**config.mk**
```make
export PLATFORM = sky130hd
export DESIGN_NAME = vga_scan_gen
export DESIGN_NICKNAME = d
export VERILOG_FILES = /design/src/rtl/vga_scan_gen.sv
export SDC_FILE = /design/constraint.sdc
export NUM_CORES = 1
export LEC_CHECK = 0
export CORE_AREA = 5 5 81 83
export CTS_CLUSTER_DIAMETER = 200
export DETAILED_ROUTE_END_ITERATION = 12
export DIE_AREA = 0 0 86 88
export PLACE_DENSITY = 0.66
export SETUP_SLACK_MARGIN = 0.2
export SYNTH_ARGS = -nofsm -noshare
export SYNTH_HDL_FRONTEND = slang
export SYNTH_SLANG_ARGS = --single-unit
```
**constraint.sdc**
```tcl
create_clock -name clk -period 1.8 [get_ports clk]
set_input_delay 0.27 -clock clk [delete_from_list [all_inputs] [get_ports clk]]
set_output_delay 0.27 -clock clk [all_outputs]
set_load 0.02 [all_outputs]
```
**src/rtl/vga_scan_gen.sv**
```systemverilog
// VGA raster timing generator: pixel-rate counters, sync/blank decode and
// downscaled ROM coordinates, plus sync/blank copies aligned to the ROM read latency.
module vga_scan_gen #(
  parameter int H_VISIBLE = 640,
  parameter int H_FP      = 16,
  parameter int H_SYNC    = 96,
  parameter int H_BP      = 48,
  parameter int V_VISIBLE = 480,
  parameter int V_FP      = 10,
  parameter int V_SYNC    = 2,
  parameter int V_BP      = 33,
  parameter int PIX_DIV   = 4,
  parameter int X_SCALE   = 5,
  parameter int Y_SHIFT   = 3,
  parameter int LATENCY   = 2
) (
  input  logic       clk,
  input  logic       rst,
  output logic       pix_tick,
  output logic       video_on,
  output logic [6:0] x,
  output logic [5:0] y,
  output logic       hsync,
  output logic       vsync,
  output logic       frame_start,
  output logic       video_on_d,
  output logic       hsync_d,
  output logic       vsync_d
);
  localparam int H_TOTAL = H_VISIBLE + H_FP + H_SYNC + H_BP;
  localparam int V_TOTAL = V_VISIBLE + V_FP + V_SYNC + V_BP;
  localparam int HW = $clog2(H_TOTAL);
  // vcount must be wide enough to slice the 6-bit ROM row out of it
  localparam int VW = ($clog2(V_TOTAL) > Y_SHIFT + 6) ? $clog2(V_TOTAL) : Y_SHIFT + 6;
  localparam int DW = (PIX_DIV > 1) ? $clog2(PIX_DIV) : 1;
  localparam int XW = (X_SCALE > 1) ? $clog2(X_SCALE) : 1;

  localparam logic [HW-1:0] H_LAST = HW'(H_TOTAL - 1);
  localparam logic [HW-1:0] H_VIS  = HW'(H_VISIBLE);
  localparam logic [HW-1:0] HS_BEG = HW'(H_VISIBLE + H_FP);
  localparam logic [HW-1:0] HS_END = HW'(H_VISIBLE + H_FP + H_SYNC);
  localparam logic [VW-1:0] V_LAST = VW'(V_TOTAL - 1);
  localparam logic [VW-1:0] V_VIS  = VW'(V_VISIBLE);
  localparam logic [VW-1:0] VS_BEG = VW'(V_VISIBLE + V_FP);
  localparam logic [VW-1:0] VS_END = VW'(V_VISIBLE + V_FP + V_SYNC);
  localparam logic [DW-1:0] DIV_LAST  = DW'(PIX_DIV - 1);
  localparam logic [XW-1:0] XSUB_LAST = XW'(X_SCALE - 1);

  logic [DW-1:0] div_cnt_q, div_cnt_d;
  logic [HW-1:0] hcount_q, hcount_d;
  logic [VW-1:0] vcount_q, vcount_d;
  logic [XW-1:0] xsub_q, xsub_d;
  logic [6:0]    xcol_q, xcol_d;
  logic          tick, h_vis, v_vis, h_last, v_last;

  logic          pix_tick_q, video_on_q, hsync_q, vsync_q, frame_start_q;
  logic [6:0]    x_q;
  logic [5:0]    y_q;
  logic [2:0]    dly_q [LATENCY];

  always_comb begin
    tick      = (div_cnt_q == DIV_LAST);
    div_cnt_d = tick ? '0 : div_cnt_q + DW'(1);
    h_vis     = (hcount_q < H_VIS);
    v_vis     = (vcount_q < V_VIS);
    h_last    = (hcount_q == H_LAST);
    v_last    = (vcount_q == V_LAST);
    hcount_d  = hcount_q;
    vcount_d  = vcount_q;
    xsub_d    = xsub_q;
    xcol_d    = xcol_q;
    // counters advance on the registered tick, so outputs below see the pre-advance position
    if (pix_tick_q) begin
      if (h_last) begin
        hcount_d = '0;
        xsub_d   = '0;
        xcol_d   = '0;
        vcount_d = v_last ? '0 : vcount_q + VW'(1);
      end else begin
        hcount_d = hcount_q + HW'(1);
        if (h_vis) begin
          if (xsub_q == XSUB_LAST) begin
            xsub_d = '0;
            if (xcol_q != 7'd127) xcol_d = xcol_q + 7'd1;
          end else begin
            xsub_d = xsub_q + XW'(1);
          end
        end
      end
    end
  end

  always_ff @(posedge clk or posedge rst) begin
    if (rst) begin
      div_cnt_q     <= '0;
      hcount_q      <= '0;
      vcount_q      <= '0;
      xsub_q        <= '0;
      xcol_q        <= '0;
      pix_tick_q    <= 1'b0;
      video_on_q    <= 1'b0;
      x_q           <= '0;
      y_q           <= '0;
      hsync_q       <= 1'b1;
      vsync_q       <= 1'b1;
      frame_start_q <= 1'b0;
      for (int i = 0; i < LATENCY; i++) dly_q[i] <= 3'b011;
    end else begin
      div_cnt_q     <= div_cnt_d;
      hcount_q      <= hcount_d;
      vcount_q      <= vcount_d;
      xsub_q        <= xsub_d;
      xcol_q        <= xcol_d;
      pix_tick_q    <= tick;
      frame_start_q <= 1'b0;
      if (pix_tick_q) begin
        video_on_q    <= h_vis && v_vis;
        x_q           <= (h_vis && v_vis) ? xcol_q : 7'd0;
        y_q           <= v_vis ? vcount_q[Y_SHIFT+5:Y_SHIFT] : 6'd0;
        hsync_q       <= !((hcount_q >= HS_BEG) && (hcount_q < HS_END));
        vsync_q       <= !((vcount_q >= VS_BEG) && (vcount_q < VS_END));
        frame_start_q <= h_last && v_last;
      end
      dly_q[0] <= {video_on_q, hsync_q, vsync_q};
      for (int i = 1; i < LATENCY; i++) dly_q[i] <= dly_q[i-1];
    end
  end

  assign pix_tick    = pix_tick_q;
  assign video_on    = video_on_q;
  assign x           = x_q;
  assign y           = y_q;
  assign hsync       = hsync_q;
  assign vsync       = vsync_q;
  assign frame_start = frame_start_q;
  assign video_on_d  = dly_q[LATENCY-1][2];
  assign hsync_d     = dly_q[LATENCY-1][1];
  assign vsync_d     = dly_q[LATENCY-1][0];
endmodule

```
[Word-level counts from Yosys, hierarchy flattened]
Index checks and enable logic that the tools add are counted.
Widths: inputs -> output; s select.
Storage, ports and cells
  flip-flop bits (word level): 56
  bits in latches: 0
  bits in writable memories: 0
  ROM bits: 0
  bits of input ports: 2
  output and inout bits: 21
  word-level logic and storage cells: 55
  memories: 0
Operators by class
  add/sub/neg operators: 5
  $mul: 0
  divide/modulo/power cells: 0
  magnitude comparators: 6
  equal/unequal tests: 5
  shift-type cells: 0
  mux-type cells: 13
  bitwise gates (word level): 0
  reduce and logical (&&, ||, !) cells: 12
Operators with widths (count)
  $mux 7: 5
  $add 10x1->10 const B: 2
  $eq 10x10->1 const B: 2
  $lt 10x10->1 const B: 2
  $lt 10x9->1 const B: 2
  $mux 10: 2
  $ge 10x10->1 const B: 1
  $ge 10x9->1 const B: 1
  $mux 3: 3
  $add 7x1->7 const B: 1
  $ne 7x7->1 const B: 1
  $mux 6: 1
  $reduce_bool 2->1: 3
  $logic_and 1x1->1: 4
  $reduce_and 2->1: 2
  $reduce_and 4->1: 1
  $add 3x1->3 const B: 1
  $eq 3x3->1 const B: 1
  $add 2x1->2 const B: 1
  $eq 2x2->1 const B: 1
  $logic_not 1->1: 2
  $mux 2: 1
  $mux 1: 1

[Depth between registers and ports, before layout]
Gate-level depths: netlist (run 1).
  depth in word-level cells: 5
  depth in mapped cells: 7
  mapped depth without buffers: 7

[Least setup slack after synthesis (run 1)]
OpenSTA, ideal clock, no wires.
  path kind: reg-to-reg
  from: reg hcount_q[0]
  to: reg vcount_q[8]
  setup time: 0.079 ns
  data arrival time: 1.580 ns
  required time: 1.721 ns
  setup slack: 0.141 ns
  cell stages (with the launch flop): 7
  buffers on the path: 0
  period minus slack after synthesis: 1.659 ns
  cells stage by stage: dfrtp_1 -> ha_1 -> nand4_1 -> nor3_4 -> nand2_4 -> nor4_2 -> xor2_1
On the way
  word-level cells in the longest chain between the ends: 2
RTL lines
  start, declared: RTL line 50  | logic [HW-1:0] hcount_q, hcount_d;
  start signal, assigned: RTL line 110  | hcount_q <= hcount_d;
  $eq 10x10->1: RTL line 66  | h_last = (hcount_q == H_LAST);
  $reduce_and 2->1 (no line)
  end signal, assigned: RTL line 111  | vcount_q <= vcount_d;
  end, declared: RTL line 51  | logic [VW-1:0] vcount_q, vcount_d;
No other way between the ends.
A chain may end at the register's enable or synchronous reset.

[Worst setup path after layout (run 1)]
  from: reg hcount_q[5]
  to: reg hcount_q[8]
On the way
  word-level cells in the longest chain between the ends: 2
  elaborated cells on any way between the ends: 3
  those cells by class: add/sub (1); eq/ne (1); mux (1)
RTL lines
  $add 10x1->10 / $eq 10x10->1 (equally long branches): RTL line 80, 66
  $mux 10 *: RTL line 74  | if (h_last) begin
Every way passes the cells marked *; elsewhere a longest branch is shown, timed or not.

==> results, run 1 <==
- The clock latency on the worst-skew pair is 0.32 ns.
- Counting along the longest clock path gives a buffer depth of 2.
- The count of routing violations after the opening detailed-route iteration is slightly below 100.
- The starting density of the core is 0.4264.
- In the post-synthesis netlist, the cell with the most instances is dfrtp_1.
- The worst-case vdd ir drop is 0.3080 mV.
- Data on the critical path is required at its endpoint by ~2.0 ns.
- Setup violations remaining at the end of the flow were counted as 0.
- The via count of the first global-routing pass came to between 1,500 and 2,000.
- The number of antenna violations at the first check in global routing was 0.
- The fraction of registers with async set or reset after synthesis is 1.000.
- The startpoint of the worst register-to-register path is hcount_q[5].
- Clock tree synthesis inserted a total of 5 buffers.
- The clock-pin slew on the worst setup and hold paths is roughly 0.11 ns.
- The count of flip-flops with a built-in enable after synthesis is 0.
- The final period utilization is 0.9612.
- The predominant post-synthesis flop cell is dfrtp_1.
- The remaining number of nets flagged by the antenna check after routing is 0.
- The setup TNS after final layout is 0 ns.
- After detailed routing, the number of remaining DRC violations is 0.
- For this run, global-route usage on met1 was measured as 0.1727.
- Measured against its own limit, the worst slew margin works out to 0.7804.
- Setup slack on the worst reg-to-reg path comes out at ~0.070 ns.
- The worst-case reg-to-reg path depth is 6.
- Entering global routing, the biggest net connects 57 pins.
- The ratio of total power to cell area is 627.1 nW/um^2.
- The buffer and inverter count on the worst path is 2.
- The detailed-routing iteration count for the pre-antenna-repair pass is 4.
- The share of the Yosys chip area taken by registers is 0.5716.
- The wire length reported by the detailed router is ~4.8 mm.
- The critical path goes through or3_4 > nor3_4 > and2_4 > buf_6 > buf_12 > nor2_4.
- The type of element capturing the critical path is a register.
- The final-report hold violation count is 0.
- At the worst endpoint, the arrival time is 1.93 ns.
- For the finished layout, the period the worst path requires is ~1.7 ns.
- Relative to the synthesized area, the layout overhead comes to 30.66%.
- The global-route usage over all layers is 0.1343.
- The most critical setup path has its endpoint at hcount_q[8].
- The post-synthesis instance total is between 200 and 250.
- The type of origin of the critical path is a register.
- The area enclosed by the die boundary is 7568 sq um.
- The start point of the critical path is hcount_q[5].
- The core region area is approximately 5800 sq um.
- The number of I/O port buffers is 22.
- In this run the number of cells on the critical path is 6.
- The cell family contributing the most delay on the critical path is simple AND/OR/NAND/NOR gates.
- The via count of the routed design is between 1,500 and 2,000.
- The vertical die dimension is about 88 um.
- The floorplan die width is approximately 86 um.
- Across all hold checks on the routed design, the worst slack comes to between 0.3 and 0.4 ns.
- The count of hold-fix buffers inserted at cts is 0.
- The flow ran to the end, and the final reports show no timing, DRC or antenna violations.
- The leakage power summed over all cells is between 1.5 and 2 nW.
- A synthesized cell averages 11.00 sq um.
- The H-tree was split into 2 levels.
- The startpoint-to-endpoint class of the critical path is reg2reg.
- The number of nets in the synthesized netlist is about 230.
- For this run, the top clock speed supported by timing is between 500 and 600 MHz.
- The repair_antennas step left the layout with diodes totalling 0.
- Dividing the detail-routed wire length by the instance count gives ~14 um.
- Setup repair after global routing could not meet its margin everywhere.
- The busiest layer in global routing is met2.
- The root buffer cell is clkbuf_8.
- The completed layout was analyzed and its total power is 0.002020 W.
- The share of synthesized area in the top cell type comes to 0.5076.
- Of the cells placed in the final design, the portion with a size suffix greater than 1 is 0.2519.
- The cell area that synthesis handed to floorplanning was between 2000 and 2500 sq um.
- Counting distinct cell types in the post-synthesis netlist gives 37.
- The least setup slack across all paths after layout is ~0.07 ns.
- For this run, the post-layout net count is about 280.
- The global placement routability congestion is 0.8227.
- In this run the worst path has a maximum fanout of 8.
- The total number of yosys warnings is 0.
- The setup skew after layout is about 0.012 ns.
- Once detailed placement completed, the half-perimeter wirelength came to ~3.2 mm.
- The first global-routing pass estimated roughly 8 mm of wire.
- The max-slew violation count is 0.
- The TritonCTS clock tree is done.
- By count the netlist is led by dfrtp_1 (50), nor2_1 (26), nand2_1 (19), a22o_1 (13), o21ai_0 (12).
- Pin placement for this block handled 23 I/O pins.
- After detailed routing, the number of vias per cell comes to roughly 5.3.
- At the placement stage, the worst setup path has a slack of -0.004494 ns.
- For this run, global-route usage on met3 was measured as 0.03481.
- The cell accounting for the most synthesized area is dfrtp_1.
- The worst register-to-register path ends at hcount_q[8].
- For met2 alone, demand over resource in global routing was 0.2242.
- The class of the tightest hold or removal check is in2async.
- After synthesis, the cell types taking the most area are dfrtp_1 (51%), dfstp_2 (6.4%), a22o_1 (4.6%).
- The tool flagged a number of max-cap violations equal to 0.
- The number of rows created at floorplan is 28.
- For the pin with the worst max-slew slack, the measured transition is between 0.3 and 0.4 ns.
- Counting flops and latches in the post-synthesis netlist gives 56.
- Among all stages on the critical path, the largest delay is contributed by or3_4.
- The delay of the slowest critical-path stage is just over 0.4 ns.
- The final global-route overflow total is 0.
- For this design, the sink count on the clock tree is 56.
==> worst register-to-register path, cell delays in order (launching register included) <==
cell     delay [ns]
dfrtp_1        0.40
or3_4          0.41
nor3_4         0.28
and2_4         0.24
buf_6          0.10
buf_12         0.15
nor2_4         0.05
==> sequential cells by signal, summed over array words and instances (netlist names) <==
| register | count |
|---|---|
| div_cnt_q | 2 |
| dly_q | 3 |
| frame_start | 1 |
| hcount_q | 10 |
| hsync | 1 |
| hsync_d | 1 |
| pix_tick | 1 |
| vcount_q | 10 |
| video_on | 1 |
| video_on_d | 1 |
| vsync | 1 |
| vsync_d | 1 |
| x | 7 |
| xcol_q | 7 |
| xsub_q | 3 |
| y | 6 |
==> report_power, final <==
group          switching, W  internal, W  leakage [nW]   total, W
clock network      0.000443     0.000288        0.0491   0.000730
registers                 0      0.00126         0.714    0.00126
logic             0.0000243   0.00000694         0.781  0.0000313
==> worst min-delay path by stage <==
stage               startpoint    endpoint  slack (ns)  cells past startpoint
floorplan             dly_q[5]  video_on_d        0.33                      0
global placement      dly_q[5]  video_on_d        0.33                      0
detailed placement    dly_q[5]  video_on_d        0.34                      0
CTS                   dly_q[4]     hsync_d        0.36                      0
global route          dly_q[4]     hsync_d        0.37                      0
finish                     rst        y[0]        0.36                      3
==> cell type report <==
| type | count | area, sq um |
|---|---|---|
| clock buffer | 5 | 68.82 |
| clock inverter | 3 | 26.28 |
| fill | 479 | 2560 |
| inverter | 8 | 33.78 |
| multi-input combinational | 153 | 1142 |
| sequential | 56 | 1410 |
| tap | 75 | 93.84 |
| timing repair buffer | 45 | 445.4 |
==> kinds of logic (layout without fill, tap and decap cells) <==
logic type                 after synthesis  in the layout  share of synthesized area
AOI/OAI and AO/OA                       39             39                     0.1117
xor gates and xnor gates                15             15                    0.05330
adders and majority gates                8              8                    0.04061
buffers and inverters                   15             61                    0.02436
DFF                                     56             56                     0.5716
muxes                                    3              3                    0.01269
and+or+nand+nor                         88             88                     0.1858
==> metrics by stage <==
stage / cells / instance area [sq um] / utilization
2_1_floorplan: 224 / 2476 / -
5_1_grt: 345 / 3221 / 0.5571
3_5_place_dp: 328 / 2875 / 0.4974
6_report: 345 / 3221 / 0.5571
3_3_place_gp: 328 / 2875 / 0.4974
4_1_cts: 342 / 3034 / 0.5249
==> metal layers <==
layer,share of wire,wire length (um),vias to the layer above
met3,0.046,223,5
li1,-,-,880
met1,0.45,2195,906
met2,0.49,2359,36
met4,0.011,54,0
met5,0,0,-
==> placed cells by master (no fill, tap or decap), types with 2 or more instances in the layout <==
cell type and instances:
dfstp_2 6, inv_6 2, nor2_1 18, inv_1 7, o21ai_1 7, buf_12 2, a21o_1 2, dlygate4sd2_1 5
clkbuf_8 5, nor3_1 4, buf_6 3, nand4_1 7, o21ai_2 3, nand2_1 18, xor2_1 7, nor2b_1 2
a22o_1 13, nor3_4 4, a31oi_1 3, and3_1 9, mux2i_1 2, ha_1 7, xnor2_1 8, dlymetal6s2s_1 9
o21ai_0 2, buf_4 18, a21oi_1 2, dfrtp_1 49, clkdlybuf4s50_1 8, nor2_4 7, o31ai_1 2, nand3_1 3
==> timing repair <==
action | 4_1_cts | 5_1_grt
gates cloned | 0 | 0
pin swaps | 9 | 11
setup buffers | 6 | 3
setup endpoints to repair | 36 | 44
resized for setup | 16 | 50
(Power assumes the default switching activity.)
==> inputs of run 2 (changes only) <==
Settings changed: ABC_CLOCK_PERIOD_IN_PS from default to 1800, CORE_AREA 5 5 81 83 to 5 5 97 99, DIE_AREA 0 0 86 88 to 0 0 102 104, PLACE_DENSITY 0.66 to 0.49.
==> run 2 against run 1 <==
Die area grew 40%. Sequential power is essentially flat. First-iteration DRC count shrank 47%. Worst setup slack gained 0.018 ns. Largest cell class unchanged. Wire length grew 12%. Largest power group unchanged. Non-clock buffer count grew 13. Worst hold slack lost 0.079 ns. Sequential share of layout area shrank 1.2 points. Critical path depth shrank 1. Count of clock-buffer cells in the layout is the same. Final area grew 2.9%.
==> results, run 2 (synthesis results as in run 1) <==
- Of the cells placed in the final design, the portion with a size suffix greater than 1 is 0.2817.
- The most common library cell in the layout ignoring fill and taps is dfrtp_1.
- The number of rows created at floorplan is 34.
- The worst max-slew margin expressed relative to the limit is 0.7610.
- On the worst path, the slowest cell contributes a delay of ~0.41 ns.
- In this run the register-to-register setup slack is a little under 0.09 ns.
- The layout-stage area growth over the synthesis result is 34.47%.
- The kind of cell with the highest combined delay along the critical path is simple AND/OR/NAND/NOR gates.
- The core region is 8466 sq um.
- The total CTS buffers is 5.
- The data required time of the worst path is between 2 and 2.5 ns.
- The tool flagged a number of max-cap violations equal to 0.
- Buffers inserted to repair hold after CTS numbered 0.
- The class of the tightest hold or removal check is in2async.
- The deepest clock path buffer count is 2.
- The wire length reported by the detailed router is about 5.4 mm.
- In the final design database the tool counted between 200 and 300 nets.
- The global-route usage over all layers is 0.1079.
- The post-place setup slack is -0.004537 ns.
- Static timing analysis puts the maximum clock frequency at roughly 580 MHz.
- The number of filler instances in the final layout is between 800 and 900.
- Hold timing on the final database bottoms out at a slack of around 0.28 ns.
- The worst-case reg-to-reg path depth is 5.
- The setup TNS after final layout is 0 ns.
- The HPWL after detailed placement is between 3 and 4 mm.
- Between clock sinks in the finished design, the worst skew comes to about 0.011 ns.
- The floorplan die width is between 100 and 150 um.
- The DRC violation count after routing is 0.
- The worst flop-to-flop path endpoint is vcount_q[7].
- The least setup slack across all paths after layout is about 0.087 ns.
- The number of ports placed on the die boundary is 23.
- The global placement routability congestion is just over 0.8.
- The transition time at the pin with the least slew margin is around 0.36 ns.
- The flow ran to the end, and the final reports show no timing, DRC or antenna violations.
- The data arrival time at the worst-slack endpoint is about 2 ns.
- The area enclosed by the die boundary is 10,610 sq um.
- Setup repair after global routing could not meet its margin everywhere.
- The design draws 0.002023 W.
- Among all stages on the critical path, the largest delay is contributed by or3_4.
- The tree is rooted in a clkbuf_8.
- The startpoint-to-endpoint class of the critical path is reg2reg.
- For this block, the initial DRC count from the detailed router was 51.
- The die is roughly 100 um tall.
- The pre-antenna-repair detailed-routing pass consisted of 4 iterations.
- TritonCTS built the clock tree.
- In this run the remaining antenna-violating nets after routing total 0.
- The worst setup path is launched from a register.
- Global routing finished with a remaining overflow of 0.
- The largest net degree at the start of global routing is 22.
- The critical path goes through or3_4 > nor3_4 > nand4_1 > nor2_1 > xor2_1.
- Clock tree synthesis found a total of 56 sinks.
- The leakage power summed over all cells is approximately 1.7 nW.
- After detailed routing, the average wire length per cell comes to roughly 14 um.
- The ratio of total power to cell area is 610.3 nW/um^2.
- The worst path needs roughly 1.7 ns of the cycle, external delays included.
- The final setup violation count is 0.
- The final-report hold violation count is 0.
- The clock latency on the worst-skew pair is around 0.32 ns.
- The final period utilization is 0.9514.
- 0 antenna diodes ended up in the layout.
- The H-tree was split into 2 levels.
- The starting density of the core is 0.2912.
- The maximum fanout along the worst path is 5.
- The worst register-to-register path begins at hcount_q[6].
- The type of element capturing the critical path is a register.
- Clock-pin slew was measured on the worst setup and hold paths at 0.11 ns.
- The via count of the first global-routing pass is 1,862.
- The top cell types in the final layout, fill and taps aside, are dfrtp_1 (48), buf_4 (33), nor2_1 (23).
- The first-pass GRT wire length is 9.252 mm.
- After detailed routing, the number of vias per cell comes to 4.740.
- Input and output buffers added on the ports amount to 22.
- Across the VDD grid, the largest voltage drop is ~0.27 mV.
- Together, buffers and inverters on the worst path number 0.
- The final standard cell utilization of the core is 0.3915.
- In the final layout, the registers with the most flip-flops are hcount_q (10), vcount_q (10).
- The number of antenna violations at the first check in global routing is 0.
- The max-slew violation count came to 0.
- Across all layers, the routed design uses around 1,900 vias.
-- run 2: area by class of cell --
class                      count  area [sq um]  area share
clock buffer                   5         68.82     0.02076
multi-input combinational    154          1107      0.3341
tap                          108         135.1     0.04077
clock inverter                 3         27.53    0.008305
sequential                    56          1411      0.4258
inverter                       8         33.78     0.01019
timing repair buffer          58         530.5      0.1601
-- run 2: metrics by stage --
| stage | cells | instance area, sq um |
|---|---|---|
| floorplan | 224 | 2476 |
| global placement | 369 | 2977 |
| detailed placement | 369 | 2977 |
| CTS | 382 | 3173 |
| global route | 392 | 3314 |
| finish | 392 | 3314 |
-- run 2: how the worst max path moves through the flow --
stage | to | cells after the start | slack, ns | from
global route | vcount_q[7] | 5 | -0.008 | hcount_q[6]
global placement | vcount_q[9] | 6 | 0.05 | hcount_q[1]
floorplan | vcount_q[8] | 6 | 0.14 | hcount_q[0]
CTS | vcount_q[7] | 5 | 0.05 | hcount_q[7]
finish | vcount_q[7] | 5 | 0.09 | hcount_q[6]
detailed placement | vcount_q[9] | 6 | -0.005 | hcount_q[1]
-- run 2: timing repair --
| item | CTS | global route |
|---|---|---|
| cloned | 0 | 1 |
| buffers inserted | 5 | 9 |
| pin swaps | 7 | 6 |
| endpoints found under the setup margin | 39 | 44 |
| gates resized for setup | 29 | 25 |
-- run 2: power by group --
part            total, W  internal [W]  switching, W  leakage [nW]
clock           0.000731      0.000287      0.000444        0.0463
combinational  0.0000342    0.00000809     0.0000261         0.925
sequential       0.00126       0.00126             0         0.713
-- run 2: per-layer routing --
metal	track usage	up-vias	wire, um	share of wire
met2	0.1648	36	2552	0.47
met4	0.04030	0	86	0.016
met5	0	-	0	0
met1	0.1493	907	2529	0.47
li1	-	907	-	-
met3	0.02213	8	228	0.042
